$ cat config.mk
export PLATFORM = sky130hd
export DESIGN_NAME = alu_div_seq
export DESIGN_NICKNAME = d
export VERILOG_FILES = /design/src/rtl/alu_div_seq.sv
export SDC_FILE = /design/constraint.sdc
export NUM_CORES = 1
export LEC_CHECK = 0
export CAP_MARGIN = 10
export CELL_PAD_IN_SITES_DETAIL_PLACEMENT = 0
export CELL_PAD_IN_SITES_GLOBAL_PLACEMENT = 2
export CORE_MARGIN = 3
export CORE_UTILIZATION = 30
export DETAILED_ROUTE_END_ITERATION = 8
export PLACE_DENSITY_LB_ADDON = 0.1
export SLEW_MARGIN = 20
export SYNTH_ARGS = -nofsm -noshare
export SYNTH_HDL_FRONTEND = slang
export SYNTH_SLANG_ARGS = --single-unit
$ cat constraint.sdc
create_clock -name clk_i -period 3.5 [get_ports clk_i]
set_clock_uncertainty 0.15 [all_clocks]
set_input_delay 0.35 -clock clk_i [delete_from_list [all_inputs] [get_ports clk_i]]
set_output_delay 0.35 -clock clk_i [all_outputs]
set_load 0.1 [all_outputs]
$ cat src/rtl/alu_div_seq.sv
// Sequential RV32M divide/remainder engine that borrows the shared ALU:
// restoring division, one quotient bit per SLTU-compare / SUB cycle pair.
module alu_div_seq #(
    parameter int          WIDTH   = 32,
    parameter logic [3:0]  OP_SUB  = 4'b1000,
    parameter logic [3:0]  OP_SLTU = 4'b0011
) (
    input  logic             clk_i,
    input  logic             reset_i,
    input  logic             start_i,
    input  logic [1:0]       op_i,
    input  logic [WIDTH-1:0] dividend_i,
    input  logic [WIDTH-1:0] divisor_i,
    output logic             busy_o,
    output logic             done_o,
    output logic [WIDTH-1:0] result_o,
    output logic [WIDTH-1:0] alu_s1_o,
    output logic [WIDTH-1:0] alu_s2_o,
    output logic [3:0]       alu_op_o,
    input  logic [WIDTH-1:0] alu_d_i
);
    localparam int CNT_W = $clog2(WIDTH);
    localparam logic [WIDTH-1:0] MIN_NEG = {1'b1, {(WIDTH-1){1'b0}}};

    typedef enum logic [2:0] {S_IDLE, S_SETUP, S_CMP, S_SUB, S_FIXUP, S_DONE} state_t;

    state_t             state_q, state_d;
    logic [WIDTH-1:0]   result_q, result_d;
    logic [1:0]         op_q, op_d;
    logic [WIDTH-1:0]   dvd_q, dvd_d;
    logic [WIDTH-1:0]   dvs_q, dvs_d;
    logic [WIDTH-1:0]   rem_q, rem_d;
    logic [WIDTH-1:0]   quo_q, quo_d;
    logic [CNT_W-1:0]   cnt_q, cnt_d;
    logic               ge_q, ge_d;
    logic               qneg_q, qneg_d;
    logic               rneg_q, rneg_d;
    logic [WIDTH-1:0]   rem_sh;
    logic               signed_op;

    always_ff @(posedge clk_i or posedge reset_i) begin
        if (reset_i) begin
            state_q  <= S_IDLE;
            result_q <= '0;
        end else begin
            state_q  <= state_d;
            result_q <= result_d;
        end
    end

    always_ff @(posedge clk_i) begin
        op_q   <= op_d;
        dvd_q  <= dvd_d;
        dvs_q  <= dvs_d;
        rem_q  <= rem_d;
        quo_q  <= quo_d;
        cnt_q  <= cnt_d;
        ge_q   <= ge_d;
        qneg_q <= qneg_d;
        rneg_q <= rneg_d;
    end

    always_comb begin
        state_d   = state_q;
        result_d  = result_q;
        op_d      = op_q;
        dvd_d     = dvd_q;
        dvs_d     = dvs_q;
        rem_d     = rem_q;
        quo_d     = quo_q;
        cnt_d     = cnt_q;
        ge_d      = ge_q;
        qneg_d    = qneg_q;
        rneg_d    = rneg_q;
        alu_s1_o  = '0;
        alu_s2_o  = '0;
        alu_op_o  = 4'b0000;
        signed_op = ~op_q[0];
        rem_sh    = {rem_q[WIDTH-2:0], dvd_q[cnt_q]};

        unique case (state_q)
            S_IDLE: begin
                if (start_i) begin
                    op_d  = op_i;
                    dvd_d = dividend_i;
                    dvs_d = divisor_i;
                    // Divide-by-zero and signed overflow skip the iteration entirely.
                    if (divisor_i == '0) begin
                        result_d = op_i[1] ? dividend_i : '1;
                        state_d  = S_DONE;
                    end else if (!op_i[0] && dividend_i == MIN_NEG && divisor_i == '1) begin
                        result_d = op_i[1] ? '0 : MIN_NEG;
                        state_d  = S_DONE;
                    end else begin
                        state_d  = S_SETUP;
                    end
                end
            end
            S_SETUP: begin
                dvd_d   = (signed_op && dvd_q[WIDTH-1]) ? -dvd_q : dvd_q;
                dvs_d   = (signed_op && dvs_q[WIDTH-1]) ? -dvs_q : dvs_q;
                qneg_d  = signed_op && (dvd_q[WIDTH-1] ^ dvs_q[WIDTH-1]);
                rneg_d  = signed_op && dvd_q[WIDTH-1];
                rem_d   = '0;
                cnt_d   = CNT_W'(WIDTH - 1);
                state_d = S_CMP;
            end
            S_CMP: begin
                alu_s1_o = rem_sh;
                alu_s2_o = dvs_q;
                alu_op_o = OP_SLTU;
                // A bit shifted out of rem means rem_sh exceeds any 32-bit divisor.
                ge_d     = rem_q[WIDTH-1] | ~alu_d_i[0];
                rem_d    = rem_sh;
                state_d  = S_SUB;
            end
            S_SUB: begin
                alu_s1_o     = rem_q;
                alu_s2_o     = dvs_q;
                alu_op_o     = OP_SUB;
                if (ge_q) rem_d = alu_d_i;
                quo_d[cnt_q] = ge_q;
                if (cnt_q == '0) begin
                    state_d = S_FIXUP;
                end else begin
                    cnt_d   = cnt_q - 1'b1;
                    state_d = S_CMP;
                end
            end
            S_FIXUP: begin
                result_d = op_q[1] ? (rneg_q ? -rem_q : rem_q)
                                   : (qneg_q ? -quo_q : quo_q);
                state_d  = S_DONE;
            end
            S_DONE:  state_d = S_IDLE;
            default: state_d = S_IDLE;
        endcase
    end

    assign busy_o   = (state_q != S_IDLE);
    assign done_o   = (state_q == S_DONE);
    assign result_o = result_q;
endmodule

# Word level (Yosys, flattened, before mapping)
# Index checks and enable logic that the tools add are counted.
# totals
ff_bits,173
latchBits,0
mem_bits_rw,0
rom_bits,0
in_bits,101
word_cells,89
mem_count,0
# classes
n_addsub,5
n_mul,0
div,0
magnitude_cmp,2
n_eq_ne,13
shift,0
muxes,32
n_bitwise,4
reduce_logical,22
# ops
cell,n
$mux W32,14
$pmux W32 S2,4
$neg A32 Y32,4
$pmux W32 S3,1
$eq A32 B32 Y1 const B,2
$bwmux W32,1
$logic_not A32 Y1,1
$pmux W3 S5,1
$mux W3,4
$ne A2 B2 Y1 const B,5
$pmux W5 S2,1
$reduce_and A3 Y1,3
$pmux W4 S2,1
$eq A3 B2 Y1 const B,2
$eq A3 B3 Y1 const B,2
$logic_and A1 B1 Y1,6
$lt A5 B6 Y1 const B,1
$reduce_and A2 Y1,3
$reduce_bool A2 Y1,3
$reduce_bool A3 Y1,2
$bmux W1 S5,1
$demux W1 S5,1
$ge A5 B1 Y1 const B,1
$logic_not A5 Y1,1
11 further kinds,13

# Longest topological paths before layout
# depth
word_depth,7
depth_mapped,9
mapped_depth_nobuf,8

# Worst setup path after synthesis
# Ideal clock, no wire load.
# synth_path
path_kind,reg2reg
startpoint,register state_q[0]
endpoint,"register dvd_q[10], enable pin"
setup_ps,467
arrival_ps,3199
required_ps,2883
setup_slack_ps,-316
stages_incl_launch_ff,5
synth_period_minus_slack_ps,3816
path_cell_list,dfrtp_1 clkbuf_1 nor2b_1 nand2_1 a21boi_0
# synth_via
elab_chain_cells,3
word_cells_on_any_way,6
classes_between,eq/ne: 3; reduce/logical: 3
# synth_rtl
element,line,rtl
"start, declared",27,"state_t state_q, state_d;"
"start signal, assigned",46,state_q <= state_d;
$eq A3 B1 Y1 / $logic_not A3 Y1 (equally long branches),81,unique case (state_q)
$ne A2 B2 Y1 (no line) / $reduce_bool A2 Y1 (equally long branches),-,
$reduce_and A3 Y1 (no line) *,-,
"end signal, assigned",53,dvd_q <= dvd_d;
"end, declared",30,"logic [WIDTH-1:0] dvd_q, dvd_d;"
# Mark *: on every way between the ends. The rest lies on a longest branch, timed or not.
# A chain may end at the register's enable or synchronous reset.

# Final worst setup path
# layout_path
startpoint,register cnt_q[1]
endpoint,output port alu_s1_o[0]
# layout_via
elab_chain_cells,3
# layout_rtl
element,line,rtl
"start, declared",34,"logic [CNT_W-1:0] cnt_q, cnt_d;"
"start signal, assigned",57,cnt_q <= cnt_d;
$bmux W1 S5,79,"rem_sh = {rem_q[WIDTH-2:0], dvd_q[cnt_q]};"
$mux W1 (implied by the code),79,
$pmux W32 S2,81,
"end, declared",17,"output logic [WIDTH-1:0] alu_s1_o,"
# Every way passes these cells. The select of a mux whose other input is x is not followed.

==> flow_summary_export.csv <==
group,metric,value,unit
synth,synthArstFlopShare,0.202,
clock_network,cts-resized-gates,0,
worst_hold_path,min_path_type,"primary input to asynchronous set/reset pin",
detailed_routing,vias,9988,
detailed_routing,viasPerCell,5.28,
synth,synth_top_family_by_area,"simple AND/OR/NAND/NOR gates",
clock_network,clkTransAtPathRegs,0.07,ns
floorplanning,die_area,39900,sq um
clock_network,htree_levels,4,
timing,worstMarginPinSlew,1.06,ns
layout,area_growth,31.4,%
synth,synth_area,11300,sq um
synth,synth-main-ff-cell,"edfxtp_1",
timing,max_freq,309,MHz
detailed_routing,drtPass1Iterations,4,
synth,synth_compound_area_frac,0.145,
layout,layout_commonest_cell,"nand2_1",
power_and_ir_drop,power,12900,uW
floorplanning,start_util,0.307,
timing,tns,0,ns
worst_setup_path,endpoint_kind,"output port",
synth,synth_cell_type_count,64,
synth,yosys.area_share.simple,0.243,
synth,postSynthCellCount,1230,
layout,diodes,0,
synth,synth-seq-cells,173,
floorplanning,ios,203,
worst_setup_path,worstPathRequired,3.00,ns
timing,rsz0062_at_grt,"no",
synth,ys_seq_area_frac,0.445,
timing,setup_viol,0,
power_and_ir_drop,power_density,871,nW/um^2
timing,drv_slew,0,
job,maxCapViolations,0,
clock_network,hold_buffers,0,
clock_network,clock_latency,0.44,ns
power_and_ir_drop,leakage,0.00547,uW
global_route,grt_use_total,0.212,
layout,drive_above_1_share,0.129,
global_route,grt_max_degree,98,
floorplanning,die_h,200,um
timing,hold_viol,0,
detailed_routing,wl_per_cell,22.3,um
worst_setup_path,crit_fanout,8,
clock_network,post_cts_buffers,0,
clock_network,cts_buffers,17,
timing,period_share,0.923,
synth,synth.avg_cell_area,9.17,sq um
synth,synth_xor_area_frac,0.0862,
global_route,grt_pass1_wl,62700,um
clock_network,cts_root_buffer,"clkbuf_16",
synth,synth-adder-area-share,0.00999,
detailed_routing,drt_wl_total,42200,um
place,hpwl,32600,um
layout,num-nets-final,1522,
timing,max_slew_margin,0.291,
synth,synth_edf_count,138,
worst_setup_path,crit_type,"flop to output port",
global_route,antenna_found_initial,2,
layout,layout_common_cells,"nand2_1 (199), edfxtp_1 (138), clkdlybuf4s50_1 (132)",
floorplanning,fp.coreArea,36800,sq um
floorplanning,rows,70,
run_status,status,"finished, final reports clean",
synth,syn_nets,1340,
global_route,grt_pass1_vias,9849,
worst_setup_path,arrival,2.73,ns
clock_network,cts_tree,"yes",
timing,finalCriticalPeriod,3.23,ns
power_and_ir_drop,ir_drop,0.649,mV
synth,muxShareOfSynthArea,0.0362,
place,portBuffers,201,
detailed_routing,detail-route-antenna-nets,0,
worst_setup_path,critPathLaunchType,"flop",
floorplanning,die_width,200,um
clock_network,clock-sinks,173,
detailed_routing,route.detailed.drc,0,
clock_network,clockBufferDepth,2,
synth,ys_warn_count,0,
detailed_routing,first_iter_violations,675,
place,place_congestion,0.849,
global_route,overflow,0,
## cells in the mapped netlist (8+ instances only)
cell / n / area [sq um]
a21oi_1: 79 / 395
a221o_1: 8 / 80.1
a32o_1: 10 / 100
and2_1: 40 / 250
buf_1: 13 / 48.8
clkbuf_1: 57 / 214
dfrtp_1: 35 / 876
edfxtp_1: 138 / 4140
ha_1: 9 / 113
inv_1: 27 / 101
mux2_2: 14 / 158
mux4_2: 8 / 180
nand2_1: 200 / 751
nand2b_1: 41 / 257
nand3_1: 15 / 75.1
nand3b_1: 9 / 67.6
nand4_1: 13 / 81.3
nor2_1: 94 / 353
nor3_1: 26 / 130
nor4_1: 30 / 188
o21ai_0: 84 / 420
o22ai_1: 8 / 50.1
o31ai_1: 21 / 158
o41ai_1: 15 / 131
or3_1: 13 / 81.3
or4_1: 21 / 158
xnor2_1: 41 / 359
xor2_1: 70 / 613
## final timing paths
check / startpoint / end / slack, ns / cells after the start
setup / recovery: cnt_q[1] / alu_s1_o[0] / 0.27 / 6
hold / removal: reset_i / result_o[31] / 0.18 / 3
setup reg to reg: dvs_q[0] / dvs_q[24] / 0.45 / 8
hold reg to reg: result_o[17] / result_o[17] / 0.35 / 1
max in group asynchronous: reset_i / state_q[0] / 2.63 / 3
min in group clk_i: result_o[17] / result_o[17] / 0.35 / 1
## metal layers
layer | track usage | share of wire | up-vias
met2 | 0.343 | 0.47 | 275
li1 | - | - | 4813
met1 | 0.289 | 0.45 | 4864
met3 | 0.0507 | 0.059 | 32
met4 | 0.0517 | 0.017 | 4
met5 | 0 | 0.00073 | -
## layout make-up
cell class,count,area (sq um)
clock buffers,27,601
fillers,3737,22000
clock inverters,5,31.3
inverters,27,101
well taps,468,586
multi-input cells,957,5920
flip-flops and latches,173,5020
repair buffers,236,2550
## report_power, final
part	leakage (uW)	switching, uW	internal [uW]
Sequential	0.00177	642	2970
Combinational	0.00339	5120	2130
Clock	0.000315	860	1190
## critical path: stages (launching register included)
cell and delay [ns]:
edfxtp_1 0.74, mux4_2 0.67, a21oi_1 0.17, o221ai_1 0.12, o21ai_0 0.24, nand2_1 0.15
buf_12 0.19
## flip-flops by register name, summed over array words and instances, names as in the netlist
signal / count
op_q: 2
qneg_q: 1
rem_q: 32
cnt_q: 5
dvs_q: 32
result_o: 32
quo_q: 32
dvd_q: 32
ge_q: 1
state_q: 3
rneg_q: 1
## metrics by stage
stage / util / setup slack (ns) / instance area [sq um] / hold WS (ns) / std cells
4_1_cts: 0.403 / 0.179 / 14800 / 0.180 / 1893
3_3_place_gp: 0.386 / 0.203 / 14200 / 0.328 / 1861
3_5_place_dp: 0.386 / 0.146 / 14200 / 0.339 / 1861
2_1_floorplan: - / 0.173 / 11300 / 0.299 / 1230
5_1_grt: 0.403 / 0.0537 / 14800 / 0.226 / 1893
6_report: 0.403 / 0.269 / 14800 / 0.184 / 1893
## kinds of logic after synthesis
| family | Yosys count |
|---|---|
| adders and majority gates | 9 |
| xor gates and xnor gates | 111 |
| buffers and inverters | 100 |
| and+or+nand+nor | 545 |
| DFF | 173 |
| AOI/OAI and AO/OA | 262 |
| muxes | 29 |
| other | 1 |
(Power assumes the default switching activity.)
